`src/rtl/aoi_sweep_pkg.sv`:
```
// Shared types and the golden AOI model for the exhaustive sweep engine.
// f = ~(OR over pairs of x[2i+1] & x[2i]).
package aoi_sweep_pkg;
   localparam int PAIRS_MIN = 1;
   localparam int PAIRS_MAX = 6;
   localparam int LAT_MIN   = 1;
   localparam int LAT_MAX   = 8;
   localparam int VEC_MAX   = 2 * PAIRS_MAX;

   typedef enum logic [1:0] {IDLE, SWEEP, DRAIN, DONE} state_e;

   function automatic logic aoi_golden(input logic [VEC_MAX-1:0] vec, input int pairs);
      logic acc;
      acc = 1'b0;
      for (int i = 0; i < PAIRS_MAX; i++)
         if (i < pairs) acc = acc | (vec[2*i+1] & vec[2*i]);
      return ~acc;
   endfunction
endpackage

```
`src/rtl/aoi_sweep_engine_if.sv`:
```
// Control, stimulus and result signals of the sweep engine.
// The engine side is the master; the bench / gate under test is the slave.
interface aoi_sweep_engine_if #(
   parameter int N     = 4,
   parameter int ERR_W = 8
);
   logic             start;
   logic             abort;
   logic [N-1:0]     stim;
   logic             stim_valid;
   logic             dut_f;
   logic             busy;
   logic             done;
   logic             pass;
   logic [ERR_W-1:0] err_cnt;
   logic [N-1:0]     first_err_vec;
   logic             first_err_valid;

   modport master (
      input  start, abort, dut_f,
      output stim, stim_valid, busy, done, pass, err_cnt, first_err_vec, first_err_valid
   );
   modport slave (
      output start, abort, dut_f,
      input  stim, stim_valid, busy, done, pass, err_cnt, first_err_vec, first_err_valid
   );
endinterface

```
`src/rtl/aoi_delay_line.sv`:
```
// DEPTH-stage shift register with synchronous clear; aligns issued
// vectors and their expected bits with the DUT response latency.
module aoi_delay_line #(
   parameter int DEPTH = 1,
   parameter int WIDTH = 1
) (
   input  logic             clk,
   input  logic             rst,
   input  logic             clr,
   input  logic [WIDTH-1:0] din,
   output logic [WIDTH-1:0] dout
);
   logic [DEPTH-1:0][WIDTH-1:0] pipe_q, pipe_d;

   always_comb begin
      pipe_d    = pipe_q;
      pipe_d[0] = din;
      for (int i = 1; i < DEPTH; i++) pipe_d[i] = pipe_q[i-1];
      if (clr) pipe_d = '0;
   end

   always_ff @(posedge clk) begin
      if (rst) pipe_q <= '0;
      else     pipe_q <= pipe_d;
   end

   assign dout = pipe_q[DEPTH-1];
endmodule

```
`src/rtl/aoi_sweep_engine.sv`:
```
// Exhaustive sweep of a PAIRS-term AOI gate: drives all 2^N vectors, checks the
// response LAT cycles later against the golden model, and reports pass/fail.
module aoi_sweep_engine
   import aoi_sweep_pkg::*;
#(
   parameter int PAIRS = 2,
   parameter int LAT   = 1,
   parameter int ERR_W = 8
) (
   input  logic clk,
   input  logic rst,
   aoi_sweep_engine_if.master bus
);
   localparam int N  = 2 * PAIRS;
   localparam int CW = N + 1;
   localparam int DW = N + 2;
   localparam logic [CW-1:0]    LAST_VEC   = {1'b0, {N{1'b1}}};
   localparam logic [CW-1:0]    LAST_DRAIN = CW'(LAT - 1);
   localparam logic [ERR_W-1:0] ERR_MAX    = '1;

   state_e           state_q, state_d;
   logic [CW-1:0]    cnt_q, cnt_d;
   logic [ERR_W-1:0] err_q, err_d;
   logic [N-1:0]     fvec_q, fvec_d;
   logic             fval_q, fval_d;

   logic               issue_vld, issue_exp, busy, idle_or_done, dl_clr;
   logic [N-1:0]       issue_stim, d_stim;
   logic [VEC_MAX-1:0] gold_vec;
   logic [DW-1:0]      dl_out;
   logic               d_vld, d_exp;

   assign issue_vld    = (state_q == SWEEP);
   assign issue_stim   = issue_vld ? cnt_q[N-1:0] : '0;
   assign busy         = (state_q == SWEEP) || (state_q == DRAIN);
   assign idle_or_done = (state_q == IDLE) || (state_q == DONE);
   // Flush on abort so a later sweep never sees stale in-flight vectors.
   assign dl_clr       = (idle_or_done && bus.start) || (busy && bus.abort);

   always_comb begin
      gold_vec         = '0;
      gold_vec[N-1:0]  = issue_stim;
   end
   assign issue_exp = aoi_golden(gold_vec, PAIRS);

   aoi_delay_line #(.DEPTH(LAT), .WIDTH(DW)) u_dly (
      .clk  (clk),
      .rst  (rst),
      .clr  (dl_clr),
      .din  ({issue_vld, issue_exp, issue_stim}),
      .dout (dl_out)
   );
   assign {d_vld, d_exp, d_stim} = dl_out;

   always_comb begin
      state_d = state_q;
      cnt_d   = cnt_q;
      err_d   = err_q;
      fvec_d  = fvec_q;
      fval_d  = fval_q;
      if (d_vld && (bus.dut_f != d_exp)) begin
         if (err_q != ERR_MAX) err_d = err_q + 1'b1;
         if (!fval_q) begin
            fval_d = 1'b1;
            fvec_d = d_stim;
         end
      end
      case (state_q)
         IDLE, DONE: if (bus.start) begin
            state_d = SWEEP;
            cnt_d   = '0;
            err_d   = '0;
            fvec_d  = '0;
            fval_d  = 1'b0;
         end
         SWEEP: begin
            if (bus.abort)              state_d = IDLE;
            else if (cnt_q == LAST_VEC) begin
               state_d = DRAIN;
               cnt_d   = '0;
            end
            else                        cnt_d = cnt_q + 1'b1;
         end
         DRAIN: begin
            if (bus.abort)                state_d = IDLE;
            else if (cnt_q == LAST_DRAIN) state_d = DONE;
            else                          cnt_d = cnt_q + 1'b1;
         end
         default: state_d = IDLE;
      endcase
   end

   always_ff @(posedge clk) begin
      if (rst) begin
         state_q <= IDLE;
         cnt_q   <= '0;
         err_q   <= '0;
         fvec_q  <= '0;
         fval_q  <= 1'b0;
      end else begin
         state_q <= state_d;
         cnt_q   <= cnt_d;
         err_q   <= err_d;
         fvec_q  <= fvec_d;
         fval_q  <= fval_d;
      end
   end

   assign bus.stim            = issue_stim;
   assign bus.stim_valid      = issue_vld;
   assign bus.busy            = busy;
   assign bus.done            = (state_q == DONE);
   assign bus.pass            = (state_q == DONE) && (err_q == '0);
   assign bus.err_cnt         = err_q;
   assign bus.first_err_vec   = fvec_q;
   assign bus.first_err_valid = fval_q;
endmodule

```
`src/flat_wrapper.sv`:
```
// flat-port wrapper written by rule: the top's interface ports become plain ports
module aoi_sweep_engine_flat import aoi_sweep_pkg::*;
#(
   parameter int PAIRS = 2,
   parameter int LAT   = 1,
   parameter int ERR_W = 8
)
  (clk, rst, bus_start, bus_abort, bus_dut_f, bus_stim, bus_stim_valid, bus_busy, bus_done, bus_pass, bus_err_cnt, bus_first_err_vec, bus_first_err_valid);
  aoi_sweep_engine_if #(.ERR_W(ERR_W)) bus_i ();
  input  logic clk;
  input  logic rst;
  input wire logic [$bits(bus_i.start)-1:0] bus_start;
  input wire logic [$bits(bus_i.abort)-1:0] bus_abort;
  input wire logic [$bits(bus_i.dut_f)-1:0] bus_dut_f;
  output wire logic [$bits(bus_i.stim)-1:0] bus_stim;
  output wire logic [$bits(bus_i.stim_valid)-1:0] bus_stim_valid;
  output wire logic [$bits(bus_i.busy)-1:0] bus_busy;
  output wire logic [$bits(bus_i.done)-1:0] bus_done;
  output wire logic [$bits(bus_i.pass)-1:0] bus_pass;
  output wire logic [$bits(bus_i.err_cnt)-1:0] bus_err_cnt;
  output wire logic [$bits(bus_i.first_err_vec)-1:0] bus_first_err_vec;
  output wire logic [$bits(bus_i.first_err_valid)-1:0] bus_first_err_valid;
  assign bus_i.start = bus_start;
  assign bus_i.abort = bus_abort;
  assign bus_i.dut_f = bus_dut_f;
  assign bus_stim = bus_i.stim;
  assign bus_stim_valid = bus_i.stim_valid;
  assign bus_busy = bus_i.busy;
  assign bus_done = bus_i.done;
  assign bus_pass = bus_i.pass;
  assign bus_err_cnt = bus_i.err_cnt;
  assign bus_first_err_vec = bus_i.first_err_vec;
  assign bus_first_err_valid = bus_i.first_err_valid;
  aoi_sweep_engine #(.PAIRS(PAIRS), .LAT(LAT), .ERR_W(ERR_W)) u_core (.clk(clk), .rst(rst), .bus(bus_i));
endmodule
```
`config.mk`:
```
export PLATFORM = sky130hd
export DESIGN_NAME = aoi_sweep_engine_flat
export DESIGN_NICKNAME = d
export VERILOG_FILES = /design/src/rtl/aoi_sweep_pkg.sv /design/src/rtl/aoi_sweep_engine_if.sv /design/src/rtl/aoi_delay_line.sv /design/src/rtl/aoi_sweep_engine.sv /design/src/flat_wrapper.sv
export SDC_FILE = /design/constraint.sdc
export NUM_CORES = 1
export LEC_CHECK = 0
export CORE_ASPECT_RATIO = 0.5
export CORE_MARGIN = 4
export CORE_UTILIZATION = 30
export DETAILED_ROUTE_END_ITERATION = 6
export PLACE_DENSITY = 0.52
export SETUP_SLACK_MARGIN = 0.05
export SYNTH_ARGS = -nofsm -noshare
export SYNTH_HDL_FRONTEND = slang
export SYNTH_SLANG_ARGS = --single-unit
```
`constraint.sdc`:
```
create_clock -name clk -period 4.3 [get_ports clk]
set_input_delay 0.645 -clock clk [delete_from_list [all_inputs] [get_ports clk]]
set_output_delay 0.645 -clock clk [all_outputs]
set_load 0.02 [all_outputs]
```
# --- Yosys cells after proc, flatten, opt, wreduce, memory -nomap -nowiden ---
# Cells that the tools add are included.
word_totals:
  ff_bits: 26
  output_inout_bits: 21
  elab_cells: 62
classes:
  n_addsub: 2
  eq_ne: 12
  mux: 24
  bitwise_logic: 4
  reduce_logical: 14
ops:
  columns: ["operator", "count"]
  rows:
  - ["8-bit 2-to-1 mux", 4]
  - ["5-bit 2-to-1 mux", 5]
  - ["4-bit 2-to-1 mux", 5]
  - ["5-bit case mux with 3 select lines", 1]
  - ["2-bit 2-to-1 mux", 5]
  - ["8-bit by 1-bit adder with 8-bit output (second input constant)", 1]
  - ["8-bit zero test", 1]
  - ["2-bit != test (second input constant)", 4]
  - ["8-bit != test (second input constant)", 1]
  - ["3-bit != test (second input constant)", 2]
  - ["2-bit case mux with 3 select lines", 1]
  - ["5-bit by 1-bit adder with 5-bit output (second input constant)", 1]
  - ["5-bit by 4-bit equality test with 1-bit output (second input constant)", 1]
  - ["5-bit zero test", 1]
  - ["2-bit equality test (second input constant)", 2]
  - ["1-bit logical AND", 4]
  - ["4-bit AND reduction", 1]
  - ["2-bit OR reduction", 2]
  - ["1-bit logical OR", 3]
  - ["1-bit 2-to-1 mux", 3]
  - ["3-bit AND reduction", 1]
  - ["1-bit AND", 2]
  - ["2-bit by 1-bit equality test with 1-bit output (second input constant)", 1]
  - ["2-bit zero test", 1]
  - ["3 further kinds", 3]

# --- Depth between registers and ports, before layout ---
logic_depth:
  word_depth: 5
  ltp_mapped: 8

# --- By module ---
# From an unflattened synthesis, not the netlist that was laid out.
unflattened:
  hier_cells: 167
  area_unflattened_um2: 1427.6
modules_own_cells:
  columns: ["mod", "instances", "cells_per_inst", "area_each_um2", "seq_area_each_um2"]
  rows:
  - ["aoi_sweep_engine", 1, 155, 1262.5, 400.4]
  - ["aoi_delay_line", 1, 12, 165.2, 120.1]

# --- Least setup slack after synthesis ---
# OpenSTA, ideal clock, no wires.
synth_path:
  path_kind: "register to output"
  start: "register u_core.err_q[0] (netlist: u_core.bus.err_cnt[0])"
  end: "output port bus_pass"
  t_arrival_ps: 1165
  required_time_ps: 3655
  setup_slack_ps: 2490
  stages_incl_launch_ff: 5
  path_buffers: 0
  cell_sequence: "dfxtp_1 > inv_1 > ha_1 > nor4b_1 > and4_1"
synth_via:
  elab_chain_cells: 2
synth_rtl:
  columns: ["item", "line_no", "text"]
  rows:
  - ["start: declaration", "aoi_sweep_engine.sv:23", "logic [ERR_W-1:0] err_q, err_d;"]
  - ["start signal: assignment", "aoi_sweep_engine.sv:103", "err_q <= err_d;"]
  - ["8-bit zero test", "aoi_sweep_engine.sv:113", "assign bus.pass = (state_q == DONE) && (err_q == '0);"]
  - ["1-bit logical AND", "aoi_sweep_engine.sv:113", null]
  - ["end: declaration", "flat_wrapper.sv:19", "output wire logic [$bits(bus_i.pass)-1:0] bus_pass;"]
# No other way between the ends.

# --- Final worst setup path ---
# Same ends and word-level chain as after synthesis.

==> flow_metrics.tcl <==
set metrics [dict create \
    clock_path_buffers 2 \
    ir_drop_mv 0.1362 \
    final_core_util_pct 41.85 \
    holdPathStages 2 \
    synth-edff-count 0 \
    intPower_w 0.0004053 \
    slew_headroom_pct 68.86 \
    grt_overflow 0 \
    drtIter0Drc 33 \
    finalClockSkew_ns 0.003190 \
    cp.arrival_ns 1.88 \
    fp.dieArea_mm2 0.005651 \
    grt_max_degree 16 \
    worst-setup-path-type "flop to output port" \
    clkTransAtPathRegs_ns 0.09 \
    synth_fp_nets 172 \
    ys_async_sr_fraction_pct 0 \
    hold_viol 0 \
    r2r-start "u_core.cnt_q[1]" \
    die_w_um 102.4 \
    rows 16 \
    grt_pass1_wl_um 5071 \
    mostFrequentLayoutCells "dfxtp_1 (26), clkdlybuf4s50_1 (25), a21oi_1 (14)" \
    multiInputGateArea_um2 754.5 \
    cp_slowest_cell "clkdlybuf4s50_1" \
    num_io_pins 26 \
    drtPass1Iterations 4 \
    via_per_inst 4.827 \
    p_leak_nw 0.6343 \
    slew_violations 0 \
    yosys_warnings 0 \
    max_freq_ghz 0.3964 \
    reg2reg_slack_ns 2.37 \
    syn_area_mm2 0.001336 \
    combPwrFrac_pct 16.7 \
    worst_pin_slew_ns 0.4670 \
    crit_path_end_kind "output port" \
    start_util_pct 32.72 \
    antenna_found_initial 0 \
    max_cap_violations 0 \
    worstSetupStartpoint "u_core.bus.err_cnt[0]" \
    synth-seq-cells 26 \
    drcViolationCount 0 \
    place.gp.congestion 0.8114 \
    clk_latency_ns 0.27 \
    synth_top_area_share_pct 38.95 \
    p_clk_share_pct 37.0 \
    cts_buffers 3 \
    vias 1144 \
    seq_power_share_pct 46.4 \
    diodes 0 \
    crit_required_ns 3.65 \
    mostFrequentLayoutCell "dfxtp_1" \
    ctsResizeCount 0 \
    setup_viol_count_final 0 \
    nNetsFinal 198 \
    antenna_left 0 \
    synth.area.top_cells "dfxtp_1 (39%), ha_1 (8.4%), a21oi_1 (5.2%), nand3_1 (4.5%), and2_1 (4.2%)" \
    grt_util_all_layers_pct 11.54 \
    p_sw_share_pct 25.66 \
    cts_setup_buffers 0 \
    fillers 422 \
    clock_sink_count 26 \
    tritoncts "yes" \
    reg2reg_depth 8 \
    cp_cell_sequence "inv_1 > ha_1 > nor4b_1 > and4_1 > clkdlybuf4s50_1" \
    dp_hpwl_um 2228 \
    grt_pass1_vias 1080 \
    cp-start-kind "flop" \
    drt_wl_total_um 2981 \
    seq_area_um2 520.5 \
    holdCritStartpoint "u_core.u_dly.dout[2]" \
    avgSynthCellArea_um2 8.457 \
    synth_cell_types 37 \
    cts_hold_buffers 0 \
    setup_tns_ns 0 \
    power.switching_w 0.0001399 \
    wire_per_inst_um 12.58 \
    finalCritPeriodShare_pct 58.66 \
    h-tree-depth 1 \
    synth_top_cell_by_area "dfxtp_1" \
    core_area_mm2 0.004084 \
    io_buffers 25 \
    post_dp_cell_area_mm2 0.001638 \
    syn2layout_area_growth_pct 27.90 \
    rsz0062_at_grt "false" \
    power.density_mw_per_mm2 319.0 \
    stdcell_area_mm2 0.001709 \
    hp-class "flop to flop" \
    drive_gt1_share_pct 5.464 \
    root_buffer "clkbuf_8" \
    status "finished clean" \
    crit_fanout 6 \
    die_h_um 55.20 \
    fin_crit_ns 2.523 \
    critPathMaxStageDelay_ns 0.60 \
    synth_ff_type "dfxtp_1" \
    netlist_instances 158 \
    synth-seq-area-share_pct 38.95 \
]
## per-layer routing
layer / wire (µm) / GRT usage [%]
met4: 27 / 2.614
met2: 1337 / 18.82
met3: 94 / 3.129
met1: 1522 / 15.45
met5: 0 / 0
## flip-flops by register name, summed over array words and instances (netlist names)
signal,cells
u_core.bus.first_err_vec,4
u_core.cnt_q,5
u_core.bus.err_cnt,8
u_core.state_q,2
u_core.bus.first_err_valid,1
u_core.u_dly.dout,6
## path summary, 6_finish.rpt
path	to
setup / recovery	bus_pass
hold / removal	u_core.bus.first_err_vec[2]
setup reg to reg	u_core.cnt_q[2]
hold reg to reg	u_core.bus.first_err_vec[2]
## cells by family (layout without fill, tap and decap cells)
| group | after synthesis | count (layout) | synth area share (%) |
|---|---|---|---|
| compound gates | 40 | 40 | 17.60 |
| xor+xnor | 1 | 1 | 1.218 |
| fa+ha+maj | 9 | 9 | 8.427 |
| buf+inv | 16 | 41 | 4.587 |
| flops | 26 | 26 | 38.95 |
| mux | 5 | 5 | 3.745 |
| simple gates | 61 | 61 | 25.47 |
## power groups by stage
| stage | registers, W | logic (W) | clock network (W) |
|---|---|---|---|
| global placement | 0.000258 | 0.0000927 | 0 |
| detailed placement | 0.000259 | 0.0000906 | 0 |
| floorplan | 0.000258 | 0.0000606 | 0 |
| finish | 0.000253 | 0.0000909 | 0.000202 |
| CTS | 0.000253 | 0.0000914 | 0.000210 |
| global route | 0.000254 | 0.000102 | 0.000219 |
## synthesized netlist by cell type, drive strengths merged, types with 2 or more instances
master / n
inv: 12
nand2: 9
a211oi: 2
nor4b: 2
or3: 2
nand4: 2
nand2b: 2
mux2i: 5
and3: 4
clkbuf: 4
nand3: 12
ha: 9
a21oi: 14
or4: 2
nor2: 11
a31oi: 4
o31ai: 3
and2: 10
o21ai: 11
dfxtp: 26
## per-stage QoR
step / power, W / setup slack (ns) / hold slack [ns] / std cells
2_1_floorplan: 0.0003187 / 2.490 / 0.4365 / 158
3_3_place_gp: 0.0003511 / 2.079 / 0.4471 / 233
3_5_place_dp: 0.0003493 / 2.069 / 0.4584 / 233
4_1_cts: 0.0005541 / 1.750 / 0.4826 / 237
5_1_grt: 0.0005756 / 1.640 / 0.5241 / 237
6_report: 0.0005453 / 1.777 / 0.4725 / 237
## cell type report
type	instances	area share [%]
clock inverter	1	1.757
sequential	26	30.45
timing repair buffer	25	14.64
clock buffer	3	2.416
multi-input combinational	116	44.14
tap	54	3.953
inverter	12	2.635
## worst max-delay path: cells and delay by family (launching register included)
kind	cells	cell delay, ns
buffers and inverters	2	0.69
and+or+nand+nor	2	0.42
DFF	1	0.37
adders and majority gates	1	0.14
Note: power is estimated with default switching activity, not from simulation.
